**src/rtl/alu_op_sequencer.sv**
```systemverilog
// Command sequencer for the 16-bit structural ALU: accepts host commands, drives the ALU
// operands, waits a fixed settle time, captures the result and returns it with flags.
module alu_op_sequencer #(
    parameter int unsigned WIDTH  = 16,
    parameter int unsigned SETTLE = 3
) (
    input  logic             clk,
    input  logic             rst,
    input  logic             cmd_valid,
    output logic             cmd_ready,
    input  logic [1:0]       cmd_op,
    input  logic             cmd_load,
    input  logic [WIDTH-1:0] cmd_data,
    output logic [WIDTH-1:0] alu_a,
    output logic [WIDTH-1:0] alu_b,
    output logic [1:0]       alu_s,
    input  logic [WIDTH-1:0] alu_out,
    output logic             rsp_valid,
    input  logic             rsp_ready,
    output logic [WIDTH-1:0] rsp_data,
    output logic             rsp_zero,
    output logic             rsp_ovf,
    output logic [WIDTH-1:0] acc
);

    typedef enum logic [1:0] {StIdle, StSettle, StResp} state_e;

    localparam logic [1:0] OpAdd = 2'b10;

    state_e           state_q, state_d;
    logic [WIDTH-1:0] acc_q, acc_d;
    logic [WIDTH-1:0] alu_b_q, alu_b_d;
    logic [1:0]       alu_s_q, alu_s_d;
    logic [3:0]       cnt_q, cnt_d;
    logic [WIDTH-1:0] rsp_data_q, rsp_data_d;
    logic             rsp_zero_q, rsp_zero_d;
    logic             rsp_ovf_q, rsp_ovf_d;

    always_ff @(posedge clk or posedge rst) begin
        if (rst) begin
            state_q    <= StIdle;
            acc_q      <= '0;
            alu_b_q    <= '0;
            alu_s_q    <= 2'b00;
            cnt_q      <= 4'd0;
            rsp_data_q <= '0;
            rsp_zero_q <= 1'b0;
            rsp_ovf_q  <= 1'b0;
        end else begin
            state_q    <= state_d;
            acc_q      <= acc_d;
            alu_b_q    <= alu_b_d;
            alu_s_q    <= alu_s_d;
            cnt_q      <= cnt_d;
            rsp_data_q <= rsp_data_d;
            rsp_zero_q <= rsp_zero_d;
            rsp_ovf_q  <= rsp_ovf_d;
        end
    end

    always_comb begin
        state_d    = state_q;
        acc_d      = acc_q;
        alu_b_d    = alu_b_q;
        alu_s_d    = alu_s_q;
        cnt_d      = cnt_q;
        rsp_data_d = rsp_data_q;
        rsp_zero_d = rsp_zero_q;
        rsp_ovf_d  = rsp_ovf_q;
        unique case (state_q)
            StIdle: begin
                if (cmd_valid) begin
                    if (cmd_load) begin
                        acc_d      = cmd_data;
                        rsp_data_d = cmd_data;
                        rsp_zero_d = (cmd_data == '0);
                        rsp_ovf_d  = 1'b0;
                        state_d    = StResp;
                    end else begin
                        alu_b_d = cmd_data;
                        alu_s_d = cmd_op;
                        cnt_d   = 4'(SETTLE - 1);
                        state_d = StSettle;
                    end
                end
            end
            StSettle: begin
                if (cnt_q != 4'd0) begin
                    cnt_d = cnt_q - 4'd1;
                end else begin
                    acc_d      = alu_out;
                    rsp_data_d = alu_out;
                    rsp_zero_d = (alu_out == '0);
                    // Signed overflow: operands agree in sign, result disagrees with acc.
                    rsp_ovf_d  = (alu_s_q == OpAdd)
                               & (acc_q[WIDTH-1] == alu_b_q[WIDTH-1])
                               & (alu_out[WIDTH-1] != acc_q[WIDTH-1]);
                    state_d    = StResp;
                end
            end
            StResp: begin
                if (rsp_ready) state_d = StIdle;
            end
            default: state_d = StIdle;
        endcase
    end

    assign cmd_ready = (state_q == StIdle);
    assign rsp_valid = (state_q == StResp);
    assign alu_a     = acc_q;
    assign alu_b     = alu_b_q;
    assign alu_s     = alu_s_q;
    assign acc       = acc_q;
    assign rsp_data  = rsp_data_q;
    assign rsp_zero  = rsp_zero_q;
    assign rsp_ovf   = rsp_ovf_q;

endmodule

```
**config.mk**
```make
export PLATFORM = sky130hd
export DESIGN_NAME = alu_op_sequencer
export DESIGN_NICKNAME = d
export VERILOG_FILES = /design/src/rtl/alu_op_sequencer.sv
export SDC_FILE = /design/constraint.sdc
export NUM_CORES = 1
export LEC_CHECK = 0
export ABC_CLOCK_PERIOD_IN_PS = 2650
export CORE_MARGIN = 5
export CORE_UTILIZATION = 35
export CTS_CLUSTER_SIZE = 10
export DETAILED_ROUTE_END_ITERATION = 10
export PLACE_DENSITY_LB_ADDON = 0.25
export SYNTH_ARGS = -nofsm -noshare
export SYNTH_HDL_FRONTEND = slang
export SYNTH_SLANG_ARGS = --single-unit
```
**constraint.sdc**
```tcl
create_clock -name clk -period 2.65 [get_ports clk]
set_input_delay 0.3975 -clock clk [delete_from_list [all_inputs] [get_ports clk]]
set_output_delay 0.3975 -clock clk [all_outputs]
set_load 0.01 [all_outputs]
```
# Yosys cells after proc, flatten, opt, wreduce, memory -nomap -nowiden
# Index checks and enable logic that the tools add are counted.
# word_totals
regBits	42
out_inout_bits	70
elab_cells	52
# classes
n_addsub	1
eq_ne	11
muxes	21
n_bitwise	3
reduce_logical	9
# ops
operator	count
16-bit 2-to-1 mux	3
16-bit logical NOT	2
16-bit one-hot mux with 2 select lines	1
4-bit 2-to-1 mux	3
2-bit 2-to-1 mux	4
2-bit inequality test (second input constant)	4
4-bit one-hot mux with 2 select lines	1
4-bit AND reduction	2
1-bit 2-to-1 mux	6
2-bit one-hot mux with 3 select lines	1
3-bit AND reduction	2
2-bit equality test (second input constant)	2
2-bit by 1-bit inequality test with 1-bit output (second input constant)	2
1-bit one-hot mux with 2 select lines	2
4-bit nonzero test	1
4-bit by 1-bit subtractor with 4-bit output (second input constant)	1
1-bit AND	2
2-bit by 1-bit equality test with 1-bit output (second input constant)	1
2-bit logical NOT	1
2-bit nonzero test	1
1-bit equality test	1
1-bit inequality test	1
1-bit NOT	1

# Logic depth before layout (Yosys ltp)
# Gate-level depths: netlist of run 1.
# logic_depth
depth_word	5
ltp_mapped	8

# Worst setup path after synthesis of run 1
# Ideal clock, no wire load.
# synth_timing
path_type	reg-to-reg
from	register cnt_q[0]
to	register rsp_data_q[10], in the netlist rsp_data[10]
t_arrival_ns	1.818
required_ns	2.521
setup_slack_ns	0.703
path_stages_with_launch	8
n_path_buf	2
period_less_slack_ns	1.947
path_cell_list	dfrtp_1 inv_1 ha_1 or3b_1 buf_6 a211oi_4 clkbuf_8 a31oi_2
# synth_between
elab_chain_cells	3
# synth_rtl
item	line	rtl
start, declared	34	logic [3:0] cnt_q, cnt_d;
start signal, assigned	54	cnt_q <= cnt_d;
4-bit nonzero test	88	if (cnt_q != 4'd0) begin
2-bit inequality test (no line)	--	
4-bit AND reduction (no line)	--	
end signal, assigned	55	rsp_data_q <= rsp_data_d;
end, declared	35	logic [WIDTH-1:0] rsp_data_q, rsp_data_d;
# No other way between the ends.
# A chain may end at the register's enable or synchronous reset.

# Worst setup path after layout of run 1
# layout_timing
from	register cnt_q[0]
to	register rsp_data_q[11], in the netlist rsp_data[11]
# Same word-level chain as after synthesis.

==> results of run 1 <==
## worst max-delay path, stage by stage (launching register included)
cell	delay [ns]
dfrtp_1	0.38
inv_1	0.12
ha_1	0.17
or3b_1	0.45
a211oi_4	0.25
buf_4	0.39
nor2_1	0.09
a31oi_2	0.15
## metal layers
metal | part of all wire | track usage
met1 | 0.43 | 0.173
met5 | 0 | 0
met4 | 0.017 | 0.0509
met2 | 0.49 | 0.249
met3 | 0.065 | 0.0325
## kinds of logic after synthesis
family | count (synthesis) | share of synthesized area
multiplexers | 19 | 0.0945
AND/OR/NAND/NOR | 81 | 0.160
AO/OA/AOI/OAI | 28 | 0.113
flip-flops | 42 | 0.464
buffers and inverters | 48 | 0.158
adder cells (fa/ha/maj) | 2 | 0.0110
## per-stage QoR
stage / worst slack [ns] / instance area (um^2) / utilization / hold WS [ns] / cells
2_1_floorplan: 0.703 / 2260 / - / 0.452 / 220
3_3_place_gp: 0.664 / 3130 / 0.496 / 0.485 / 366
3_5_place_dp: 0.560 / 3130 / 0.496 / 0.494 / 366
4_1_cts: 0.540 / 3240 / 0.514 / 0.509 / 374
5_1_grt: 0.370 / 3240 / 0.514 / 0.527 / 374
6_report: 0.549 / 3240 / 0.514 / 0.510 / 374
## flip-flops by register name, summed over array words and instances (netlist names)
name	cells
cnt_q	4
rsp_data	16
state_q	2
rsp_zero	1
rsp_ovf	1
alu_s	2
alu_b	16
## layout by cell type, fill, tap and decap left out, drive strengths merged, types with 4 or more instances in the layout
cell / instances
inv: 5
clkdlybuf4s50: 108
nand3: 5
nand2: 34
nor4: 8
o21ai: 4
clkbuf: 8
dfrtp: 42
buf: 4
mux2: 19
a31oi: 17
nor2: 21
## worst paths after layout
path | from | slack [ns] | end | depth (start not counted)
setup / recovery | cnt_q[0]$_DFFE_PP0P_ | 0.55 | rsp_data[11]$_DFFE_PP0P_ | 7
hold / removal | alu_b[8]$_DFFE_PP0P_ | 0.51 | alu_b[8]$_DFFE_PP0P_ | 1
setup reg to reg | cnt_q[0]$_DFFE_PP0P_ | 0.55 | rsp_data[11]$_DFFE_PP0P_ | 7
hold reg to reg | alu_b[8]$_DFFE_PP0P_ | 0.51 | alu_b[8]$_DFFE_PP0P_ | 1
max in group asynchronous | rst | 1.72 | cnt_q[3]$_DFFE_PP0P_ | 3
min in group asynchronous | rst | 0.56 | state_q[1]$_DFFE_PP0P_ | 3
## power groups by stage
stage	Combinational (mW)	Clock [mW]	Sequential (mW)
after detailed placement	2.27	0	1.24
final	2.24	0.473	1.22
after floorplan	1.28	0	1.31
after global routing	2.42	0.517	1.28
after CTS	2.27	0.493	1.23
after global placement	2.23	0	1.22
## area by class of cell
type	instances	area, um^2
well taps	77	96.3
inverters	5	18.8
multi-input cells	130	856
repair buffers	112	1110
clock buffers	8	110
fillers	574	3070
flip-flops and latches	42	1050
==> results by group, run 1 <==
Floorplan
  – Core area: roughly 0.0063 mm^2
  – Die Wd: between 90 and 100 um
  – Initial Util: 0.359
  – Die area: between 0.008 and 0.009 mm^2
  – Die Y: approximately 90 um
  – FP Rows: 29
  – Num ports: ~110

Status
  – Status: finished clean

Placement
  – Final HPWL DP: between 4000 and 5000 um
  – IO Port Bufs: between 100 and 150
  – Gpl congestion: about 0.8

Drt
  – Vias per cell: approximately 4.8
  – Initial drt markers: 118
  – Drt pass-1 iters: 4
  – Wirelength per Cell: about 16 um
  – ANT nets after route: 0
  – Residual DRC: 0
  – Via count: 1779
  – Drt total wl: 5940 um

Synth
  – Synthesized area per cell: ~10 um^2
  – EDFF count, synth: 0
  – Yosys reg bits: 42
  – Top cell type by total area after synthesis: dfrtp_1
  – Synth top cells by count: 42 x dfrtp_1, 34 x buf_4, 34 x nand2_1, 21 x nor2_1, 19 x mux2_2
  – Area share of the largest cell type after synthesis: 0.464
  – Async SR Flop Fraction: 1.00
  – Instance count of the mapped netlist: between 200 and 250
  – Net Count, Synth: around 260
  – Sequential element share of the synthesized area: 0.464
  – Area contributors post-synth: dfrtp_1 46%, buf_4 11%, mux2_2 9.4%
  – Cell variety after synth: 29
  – Synth warnings: 0
  – Count leader, synth: dfrtp_1
  – Area of the mapped netlist: 0.00226 mm^2
  – Main flop type after synthesis: dfrtp_1

Pwr
  – Final Power: a little under 4 mW
  – Peak VDD IR: about 0.54 mV
  – Clock share of power: 0.120
  – P_int: around 2.5 mW
  – Reg power frac: 0.310
  – Switching share of power: 0.361
  – Logic pwr share: 0.569
  – Pwr dens: around 1200 mW/mm^2
  – Leakage: approximately 1.3 nW
  – Sw Pwr: approximately 1.4 mW

Timing
  – Total negative slack: 0 ns
  – Slew Limit Headroom: 0.590
  – Worst slew pin tran: between 0.6 and 0.7 ns
  – Final setup fails: 0
  – Clock Skew: ~0.0056 ns
  – RSZ-0062 raised after global routing: false
  – Tcrit/Tclk final: 0.793
  – Crit path time final: 2.10 ns
  – Max-slew violation count: 0
  – Hold Fails Final Rpt: 0
  – Fmax achieved: around 0.48 GHz

Finish
  – Layout area overhead: 43.2%
  – N_diodes: 0
  – # nets final: between 300 and 400
  – Layout cells sized above 1: 0.152

Critical path
  – Critical Path AT: approximately 2.3 ns
  – Crit end category: flip-flop
  – Startpoint Class: flip-flop
  – Worst path required time: approximately 2.9 ns
  – Crit path max fanout: 37
  – Critical path type: reg -> reg

Clock network
  – H-Tree Depth: 2
  – Sinks on Clock Net: 42
  – Cts hold-fix bufs: 0
  – Clk slew on worst S/H paths: 0.08 ns
  – Post-CTS setup buffer count: 0
  – PostCTS Resize Cnt: 0
  – CTS buffer count: 5
  – CTS tree: built
  – CTS Root Cell: clkbuf_8
  – CTS Buffer Depth: 2
  – Clock latency on the worst-skew pair: around 0.28 ns

Global route
  – Global-route wire length before repair: approximately 9500 um
  – GRT Total Usage: 0.143
  – Grt total ovfl: 0
  – Largest net degree at the start of global routing: 43
  – Initial antenna violation count: 0
  – Vias in the first global route: about 1800

Hold path
  – Min-delay worst type: reg -> reg

Run
  – Max_cap viols: 0
Note: power is estimated with default switching activity, not from simulation.
==> run 2, diff against run 1 <==
ABC_CLOCK_PERIOD_IN_PS = 2000   (was 2650)
clock period = 2 ns   (was 2.65 ns; I/O delays follow)
==> results by group, run 2 (same netlist as run 1, synthesis figures left out) <==
Status
  – Status: finished clean

Drt
  – Wirelength per Cell: between 15 and 20 um
  – ANT nets after route: 0
  – Initial drt markers: about 70
  – Drt pass-1 iters: 4
  – Via count: between 1500 and 2000
  – Drt total wl: just over 6000 um
  – Vias per cell: just under 5
  – Residual DRC: 0

Floorplan
  – FP Rows: 29
  – Initial Util: 0.359
  – Die Wd: about 90 um
  – Die area: approximately 0.0082 mm^2
  – Num ports: approximately 110
  – Core area: 0.00631 mm^2
  – Die Y: around 90 um

Critical path
  – Critical Path AT: between 2 and 2.5 ns
  – Crit path max fanout: 18
  – Critical path type: reg -> reg
  – Path depth of the worst reg2reg path: 6
  – Startpoint Class: flip-flop
  – FF-to-FF End: rsp_data[0]$_DFFE_PP0P_
  – Register-to-register setup slack: about 0.12 ns
  – Worst path required time: about 2.2 ns
  – Reg-to-Reg Start: cnt_q[0]$_DFFE_PP0P_
  – Crit end category: flip-flop

Timing
  – Max-slew violation count: 0
  – Final setup fails: 0
  – Slew Limit Headroom: 0.747
  – Worst slew pin tran: about 0.38 ns
  – Crit path time final: 1.88 ns
  – Fmax achieved: approximately 0.53 GHz
  – WHS: 0.245 ns
  – Tcrit/Tclk final: 0.942
  – Clock Skew: around 0.007 ns
  – Hold Fails Final Rpt: 0
  – Total negative slack: 0 ns

Clock network
  – CTS buffer count: 5
  – CTS Buffer Depth: 2
  – Clk slew on worst S/H paths: 0.08 ns
  – CTS Root Cell: clkbuf_8
  – CTS tree: built
  – Sinks on Clock Net: 42
  – Clock latency on the worst-skew pair: between 0.2 and 0.3 ns
  – H-Tree Depth: 2

Global route
  – Initial antenna violation count: 0
  – Vias in the first global route: about 1800
  – Global-route wire length before repair: 9640 um
  – GRT Total Usage: 0.146
  – Grt total ovfl: 0
  – Largest net degree at the start of global routing: 38

Pwr
  – Peak VDD IR: approximately 0.68 mV
  – Leakage: 1.34 nW
  – Pwr dens: 1630 mW/mm^2
  – Final Power: approximately 5.4 mW

Run
  – Max_cap viols: 0

Finish
  – N_diodes: 0
  – Fillers: slightly below 600
  – # nets final: 340
  – Final cell count without fillers: roughly 380
  – Layout area overhead: 46.9%
  – Commonest non-fill, non-tap cell in the layout: clkdlybuf4s50_1
  – Commonest non-fill, non-tap cells in the layout: 108 x clkdlybuf4s50_1, 42 x dfrtp_1, 34 x nand2_1
  – Layout cells sized above 1: 0.161

Hold path
  – Min-delay worst type: in -> async

Placement
  – Final HPWL DP: roughly 4700 um
  – Inst Count DP: roughly 370
  – Gpl congestion: slightly above 0.8
  – IO Port Bufs: between 100 and 150
## run 2: cell types whose count changed in the layout (fill, tap and decap cells not counted), sizes merged
cell / before / now
clkbuf: 8 / 7
buf: 4 / 6
bufinv: 0 / 1
## run 2: cell type report
| type | count | area [um^2] | area share |
|---|---|---|---|
| clock inverter | 1 | 30.0 | 0.00903 |
| multi-input combinational | 130 | 858 | 0.258 |
| clock buffer | 6 | 82.6 | 0.0248 |
| tap | 77 | 96.3 | 0.0290 |
| sequential | 42 | 1050 | 0.316 |
| inverter | 5 | 18.8 | 0.00564 |
| timing repair buffer | 115 | 1190 | 0.357 |
## run 2: through the flow
stage / setup slack [ns] / utilization / instance area, um^2
finish: 0.116 / 0.527 / 3330
floorplan: 0.0532 / - / 2260
CTS: 0.0665 / 0.522 / 3300
detailed placement: 0.0938 / 0.505 / 3190
global placement: 0.155 / 0.505 / 3190
global route: -0.00818 / 0.527 / 3330
## run 2: where the power goes
part	internal (mW)	switching [mW]	leakage, nW
logic	1.82	1.28	0.792
registers	1.27	0.353	0.492
clock network	0.400	0.287	0.0573
total	3.49	1.92	1.34
## run 2: timing repair
action | in CTS | in global routing
setup buffers | 0 | 0
hold buffers | 0 | 0
resized for setup | 0 | 1
setup endpoints to repair | 0 | 18
## run 2: routing by layer
metal  vias up  wire length (um)  GRT usage  share of wire
li1        874                 -          -              -
met1       909              2550      0.180           0.42
met2        67              3120      0.252           0.51
met3         9               369     0.0375          0.060
met4         0                83     0.0409          0.014
met5         -                 0          0              0
## run 2: worst max-delay path: stages (launching register included)
cell and delay [ns]:
dfrtp_1 0.38, inv_1 0.11, ha_1 0.15, or3b_4 0.41, a211oi_4 0.35, clkbuf_16 0.27
a31oi_1 0.09
## run 2: how the worst max path moves through the flow
stage / startpoint / depth (start not counted) / slack (ns) / to
after floorplan: cnt_q[0]$_DFFE_PP0P_ / 7 / 0.05 / rsp_data[10]$_DFFE_PP0P_
after CTS: cnt_q[0]$_DFFE_PP0P_ / 7 / 0.07 / rsp_data[7]$_DFFE_PP0P_
final: cnt_q[0]$_DFFE_PP0P_ / 6 / 0.12 / rsp_data[0]$_DFFE_PP0P_
after global placement: cnt_q[0]$_DFFE_PP0P_ / 7 / 0.15 / rsp_data[14]$_DFFE_PP0P_
after detailed placement: cnt_q[0]$_DFFE_PP0P_ / 7 / 0.09 / rsp_data[13]$_DFFE_PP0P_
after global routing: cnt_q[0]$_DFFE_PP0P_ / 7 / -0.008 / rsp_data[15]$_DFFE_PP0P_
